[src/rtl/video_timing_gen_pkg.sv]
// Shared types, default 640x480@60 timing and the colour-expansion helper
// for the video timing generator.
package video_timing_gen_pkg;

   typedef enum logic [1:0] {
      REG_ACTIVE,
      REG_FRONT,
      REG_SYNC,
      REG_BACK
   } region_t;

   // Timing flags carried alongside the pixel fetch latency.
   // Every flag is "asserted" = 1; polarity is applied at the output register.
   typedef struct packed {
      logic hsync;
      logic vsync;
      logic visible;
   } timing_bits_t;

   localparam int DEF_H_ACTIVE = 640;
   localparam int DEF_H_FRONT  = 16;
   localparam int DEF_H_SYNC   = 96;
   localparam int DEF_H_BACK   = 48;
   localparam int DEF_V_ACTIVE = 480;
   localparam int DEF_V_FRONT  = 10;
   localparam int DEF_V_SYNC   = 2;
   localparam int DEF_V_BACK   = 33;

   // Left-justify an in_bits-wide field into out_bits, filling the low bits
   // by repeating the field's MSBs (e.g. 3'b101 -> 8'b10110110).
   // Widths are elaboration constants at every call site; max 16 bits.
   function automatic logic [15:0] expand_colour(input logic [15:0] val,
                                                 input int in_bits,
                                                 input int out_bits);
      logic [15:0] res;
      int          src;
      res = '0;
      for (int i = 0; i < 16; i++) begin
         if (i < out_bits) begin
            src = in_bits - 1 - (i % in_bits);
            res[out_bits-1-i] = val[src];
         end
      end
      return res;
   endfunction

endpackage

[src/rtl/video_timing_gen_axis_counter.sv]
// One video axis: free-running counter over ACTIVE+FRONT+SYNC+BACK positions
// with region decode. Used once for columns and once for lines.
module video_axis_counter
   import video_timing_gen_pkg::*;
#(
   parameter int CNT_W  = 11,
   parameter int ACTIVE = 640,
   parameter int FRONT  = 16,
   parameter int SYNC   = 96,
   parameter int BACK   = 48
) (
   input  logic             clock,
   input  logic             reset,
   input  logic             inc,
   output logic [CNT_W-1:0] count,
   output logic             at_start,
   output region_t          region
);

   localparam int TOTAL = ACTIVE + FRONT + SYNC + BACK;

   logic last;

   assign last     = (count == CNT_W'(TOTAL - 1));
   assign at_start = (count == '0);

   // Advance on inc, wrapping to 0 after the last back-porch position.
   always_ff @(posedge clock) begin
      if (reset) begin
         count <= '0;
      end else if (inc) begin
         count <= last ? '0 : count + 1'b1;
      end
   end

   // Region boundaries: active, then front porch, sync pulse, back porch.
   always_comb begin
      region = REG_BACK;
      if (count < CNT_W'(ACTIVE))
         region = REG_ACTIVE;
      else if (count < CNT_W'(ACTIVE + FRONT))
         region = REG_FRONT;
      else if (count < CNT_W'(ACTIVE + FRONT + SYNC))
         region = REG_SYNC;
   end

endmodule

[src/rtl/video_timing_gen.sv]
// Programmable video timing generator and pixel output stage. Issues pixel
// requests ahead of display, then realigns sync/blank with the returned colour
// and expands it to DAC width.
module video_timing_gen
   import video_timing_gen_pkg::*;
#(
   parameter int   H_ACTIVE  = DEF_H_ACTIVE,
   parameter int   H_FRONT   = DEF_H_FRONT,
   parameter int   H_SYNC    = DEF_H_SYNC,
   parameter int   H_BACK    = DEF_H_BACK,
   parameter int   V_ACTIVE  = DEF_V_ACTIVE,
   parameter int   V_FRONT   = DEF_V_FRONT,
   parameter int   V_SYNC    = DEF_V_SYNC,
   parameter int   V_BACK    = DEF_V_BACK,
   parameter logic HSYNC_POL = 1'b0,
   parameter logic VSYNC_POL = 1'b0,
   parameter int   R_BITS    = 3,
   parameter int   G_BITS    = 3,
   parameter int   B_BITS    = 2,
   parameter int   OUT_BITS  = 8,
   parameter int   FETCH_LAT = 1,
   parameter int   CNT_W     = 11
) (
   input  logic                             clock,
   input  logic                             reset,
   input  logic                             ce,
   input  logic [R_BITS+G_BITS+B_BITS-1:0]  colour_in,
   output logic                             req_valid,
   output logic [CNT_W-1:0]                 req_x,
   output logic [CNT_W-1:0]                 req_y,
   output logic                             line_start,
   output logic                             frame_start,
   output logic                             hsync,
   output logic                             vsync,
   output logic                             blank_n,
   output logic [OUT_BITS-1:0]              red,
   output logic [OUT_BITS-1:0]              green,
   output logic [OUT_BITS-1:0]              blue
);

   localparam int H_TOTAL = H_ACTIVE + H_FRONT + H_SYNC + H_BACK;
   localparam int C_BITS  = R_BITS + G_BITS + B_BITS;

   logic [CNT_W-1:0] h_cnt;
   logic [CNT_W-1:0] v_cnt;
   logic             h_start;
   logic             v_start;
   logic             h_wrap;
   region_t          h_region;
   region_t          v_region;
   timing_bits_t     raw;
   timing_bits_t     dly;

   assign h_wrap = ce & (h_cnt == CNT_W'(H_TOTAL - 1));

   video_axis_counter #(
      .CNT_W  (CNT_W),
      .ACTIVE (H_ACTIVE),
      .FRONT  (H_FRONT),
      .SYNC   (H_SYNC),
      .BACK   (H_BACK)
   ) u_h_axis (
      .clock    (clock),
      .reset    (reset),
      .inc      (ce),
      .count    (h_cnt),
      .at_start (h_start),
      .region   (h_region)
   );

   video_axis_counter #(
      .CNT_W  (CNT_W),
      .ACTIVE (V_ACTIVE),
      .FRONT  (V_FRONT),
      .SYNC   (V_SYNC),
      .BACK   (V_BACK)
   ) u_v_axis (
      .clock    (clock),
      .reset    (reset),
      .inc      (h_wrap),
      .count    (v_cnt),
      .at_start (v_start),
      .region   (v_region)
   );

   // Request side: combinational from the counters. Pulses are qualified by
   // ce so a stalled position does not repeat them, and masked during reset.
   assign req_valid   = (h_region == REG_ACTIVE) && (v_region == REG_ACTIVE);
   assign req_x       = req_valid ? h_cnt : '0;
   assign req_y       = req_valid ? v_cnt : '0;
   assign line_start  = ce & ~reset & h_start & (v_region == REG_ACTIVE);
   assign frame_start = ce & ~reset & h_start & v_start;

   assign raw.hsync   = (h_region == REG_SYNC);
   assign raw.vsync   = (v_region == REG_SYNC);
   assign raw.visible = req_valid;

   // Delay timing flags by the pixel-source latency so they meet colour_in.
   generate
      if (FETCH_LAT == 0) begin : g_no_pipe
         assign dly = raw;
      end else begin : g_pipe
         timing_bits_t pipe [FETCH_LAT];

         // Shift register of timing flags, flushed to idle on reset.
         always_ff @(posedge clock) begin
            if (reset) begin
               for (int i = 0; i < FETCH_LAT; i++)
                  pipe[i] <= '0;
            end else if (ce) begin
               pipe[0] <= raw;
               for (int i = 1; i < FETCH_LAT; i++)
                  pipe[i] <= pipe[i-1];
            end
         end

         assign dly = pipe[FETCH_LAT-1];
      end
   endgenerate

   // Output register: polarity-applied syncs, blank and expanded colour.
   always_ff @(posedge clock) begin
      if (reset) begin
         hsync   <= ~HSYNC_POL;
         vsync   <= ~VSYNC_POL;
         blank_n <= 1'b0;
         red     <= '0;
         green   <= '0;
         blue    <= '0;
      end else if (ce) begin
         hsync   <= dly.hsync ? HSYNC_POL : ~HSYNC_POL;
         vsync   <= dly.vsync ? VSYNC_POL : ~VSYNC_POL;
         blank_n <= dly.visible;
         red     <= dly.visible ? OUT_BITS'(expand_colour(
                       16'(colour_in[C_BITS-1 -: R_BITS]), R_BITS, OUT_BITS)) : '0;
         green   <= dly.visible ? OUT_BITS'(expand_colour(
                       16'(colour_in[G_BITS+B_BITS-1 -: G_BITS]), G_BITS, OUT_BITS)) : '0;
         blue    <= dly.visible ? OUT_BITS'(expand_colour(
                       16'(colour_in[B_BITS-1:0]), B_BITS, OUT_BITS)) : '0;
      end
   end

endmodule

[config.mk]
export PLATFORM = sky130hd
export DESIGN_NAME = video_timing_gen
export DESIGN_NICKNAME = d
export VERILOG_FILES = /design/src/rtl/video_timing_gen_pkg.sv /design/src/rtl/video_timing_gen_axis_counter.sv /design/src/rtl/video_timing_gen.sv
export SDC_FILE = /design/constraint.sdc
export NUM_CORES = 1
export LEC_CHECK = 0
export CAP_MARGIN = 20
export CORE_MARGIN = 1
export CORE_UTILIZATION = 42
export CTS_CLUSTER_SIZE = 20
export DETAILED_ROUTE_END_ITERATION = 12
export PLACE_DENSITY = 0.76
export SLEW_MARGIN = 20
export SYNTH_ARGS = -nofsm -noshare
export SYNTH_HDL_FRONTEND = slang
export SYNTH_SLANG_ARGS = --single-unit
[constraint.sdc]
create_clock -name clock -period 1.9 [get_ports clock]
set_clock_uncertainty 0.1 [all_clocks]
set_input_delay 0.475 -clock clock [delete_from_list [all_inputs] [get_ports clock]]
set_output_delay 0.475 -clock clock [all_outputs]
set_load 0.02 [all_outputs]
==> summary.md <==
| Metric | Value |
|---|---|
| Max Clk Rate | `just over 400 MHz` |
| Post-synth ARST share | `0%` |
| FP Rows | `25` |
| Finished Layout Cells | `411` |
| Critical Path AT | `around 1800 ps` |
| Startpoint types | `flip-flop` |
| GRT overflow | `0` |
| DRC violations left | `0` |
| Drt initial violations | `155` |
| PortBufs | `~60` |
| Layout area overhead | `60.8%` |
| Die Width | `slightly above 70 um` |
| Hold buffer count at cts | `0` |
| Nets | `358` |
| Slew Viols, Final | `0` |
| Commonest non-fill, non-tap cells in the layout | `buf_4, clkdlybuf4s50_1, dfxtp_1` |
| First-pass GRT wire length | `9.47 mm` |
| Hold WC Path Type | `flip-flop to flip-flop` |
| Final instance area | `~0.0034 mm^2` |
| Post-synth EDFFs | `3` |
| Sequential element share of the synthesized area | `36.0%` |
| DR pass1 iterations | `4` |
| Placed instance area | `around 0.0030 mm^2` |
| Clock-pin slew on the worst setup and hold paths | `80 ps` |
| Syn. warnings | `0` |
| Buf/Inv on CP | `2` |
| Maxcap violations | `0` |
| Gr usage total | `23.7%` |
| Routed vias | `2,244` |
| Final hold vios | `0` |
| P per Cell Area | `slightly below 500 mW/mm^2` |
| CP delay by family, top | `simple AND/OR/NAND/NOR gates` |
| Chip height | `72.5 um` |
| Final TNS setup | `-10,180 ps` |
| CP max FO | `6` |
| Final Cycle Share | `127%` |
| Core area | `0.00475 mm^2` |
| Failing checks | `negative setup slack` |
| Most common cell after layout, fill and taps aside | `buf_4` |
| Placed instance count | `395` |
| Final critical path time including I/O delays and setup | `2410 ps` |
| H-tree depth | `2` |
| Largest net degree at the start of global routing | `25` |
| Final WL | `about 6.2 mm` |
| Syn Inst Count | `248` |
| Antenna violations before repair | `0` |
| Outcome | `finished, violations left` |
| Clk_lat worst skew | `290 ps` |
| Crit path capture type | `output port` |
| Initial core utilization | `between 40% and 50%` |
| Ports | `63` |
| GPL Wtd Cong | `0.972` |
| CP required | `1320 ps` |
| Post-DRT Antenna Nets | `0` |
| Setup ws final | `-513 ps` |
| Pre-CTS WS | `-1070 ps` |
| Crit-path most repeated cell | `buf_6` |
| Clock sink count | `36` |
| CTS Buffer Depth | `2` |
| Crit path cell chain | `and4_4, or3_4, nor3_4, buf_6, and2_4, buf_6` |
| Prevailing post-synth register cell | `dfxtp_1` |
| Cts bufs inserted | `5` |
| Synth Register Bits | `36` |
| Pleak | `roughly 1.5 nW` |
| Die area | `between 0.005 and 0.006 mm^2` |
| Diode count | `0` |
| Critical path's slowest cell | `or3_4` |
| RSZ-0062 raised after global routing | `yes` |
| DR WL/cell | `15.0 um` |
| Worst Path Class, Setup | `flip-flop to output port` |
| Max incr delay on CP | `370 ps` |
| Number of global-route vias before repair | `2,016` |
| IR drop worst, VDD | `0.326 mV` |
| DP HPWL | `between 4 and 5 mm` |
| Synthesized area | `0.00209 mm^2` |
| Count of cell types in the netlist | `42` |
| Final Setup Violations | `22` |
| Syn_area_per_cell | `8.42 um^2` |
| Layout cells sized above 1 | `39.2%` |
| Root Driver | `clkbuf_8` |
| CTS tree | `done` |
| Vias/cell | `5.46` |
final cells by class:
cell class | count | area [um^2]
Clock buffer | 8 | 100
Multi-Input combinational cell | 171 | 1260
Sequential cell | 36 | 758
Timing Repair Buffer | 123 | 1130
Inverter | 6 | 22.5
Fill cell | 371 | 1400
Tap cell | 67 | 83.8
tightest hold or removal path: cells and delay by family, from the launching register on:
kind,cells,cell delay (ps)
flops,1,330
compound gates,1,70
simple gates,1,60
worst paths after layout:
check / from / end / slack [ps] / cells after the start
worst max-delay path: u_v_axis.count[7] / req_x[7] / -510 / 6
worst max register to register: u_h_axis.count[0] / u_v_axis.count[6] / 40 / 6
worst min-delay path: hsync / hsync / 390 / 2
worst min register to register: hsync / hsync / 390 / 2
state kept, by name (all words and copies together) (netlist names), 2 cells and up:
signal / cells
green: 3
u_v_axis.count: 11
red: 3
g_pipe.pipe: 3
u_h_axis.count: 11
blue: 2
cells in the mapped netlist (all sizes together), types with 6 or more instances:
master  instances  area [um^2]
dfxtp          33          661
buf            27          198
nor2           22         82.6
and2           16          100
nand2          13         48.8
nand4          12         90.1
clkbuf         10         38.8
a31oi           9         56.3
nand3           9         45.0
nor4            9         62.6
a22oi           8         60.1
nand2b          8         50.1
nor3            8         62.6
a21oi           6         30.0
and3            6         37.5
inv             6         22.5
metrics by stage:
| stage | hold slack, ps | total power, mW | utilization, % |
|---|---|---|---|
| final | 392 | 1.62 | 70.6 |
| after global placement | 365 | 1.01 | 64.0 |
| after CTS | 399 | 1.63 | 68.8 |
| after global routing | 424 | 1.67 | 70.6 |
| after floorplan | 362 | 0.930 | - |
| after detailed placement | 382 | 1.02 | 64.0 |
cell families (layout without fill, tap and decap cells):
logic type      Yosys count  in the layout  synth area share (%)
buf+inv                  43            137                  12.4
other cells               1              3                 0.180
compound gates           35             35                  10.9
xor+xnor                 10             10                  4.20
flops                    36             36                  36.0
mux                       2              2                 0.959
simple gates            117            117                  33.0
fa+ha+maj                 4              4                  2.40
power by group:
part	internal (mW)	switching [mW]	leakage, nW
Sequential	0.781	0.00920	0.303
Clock	0.331	0.275	0.0515
Combinational	0.110	0.113	1.15
Total	1.22	0.397	1.50
per-layer routing:
| layer | global-route usage, % | part of all wire (%) | wire length [um] |
|---|---|---|---|
| met2 | 38.2 | 48 | 2990 |
| met4 | 10.0 | 2.3 | 144 |
| met5 | 0 | 0 | 0 |
| met1 | 30.3 | 42 | 2570 |
| met3 | 5.69 | 7.7 | 477 |
what timing repair did:
| action | 4_1_cts | 5_1_grt |
|---|---|---|
| setup endpoints to repair | 39 | 37 |
| cloned | 0 | 0 |
| pin swaps | 13 | 11 |
| endpoints found under the hold margin | 0 | 0 |
| gates resized for setup | 155 | 22 |
| setup buffers | 5 | 4 |
No activity file was read; power rests on OpenSTA's default activity.
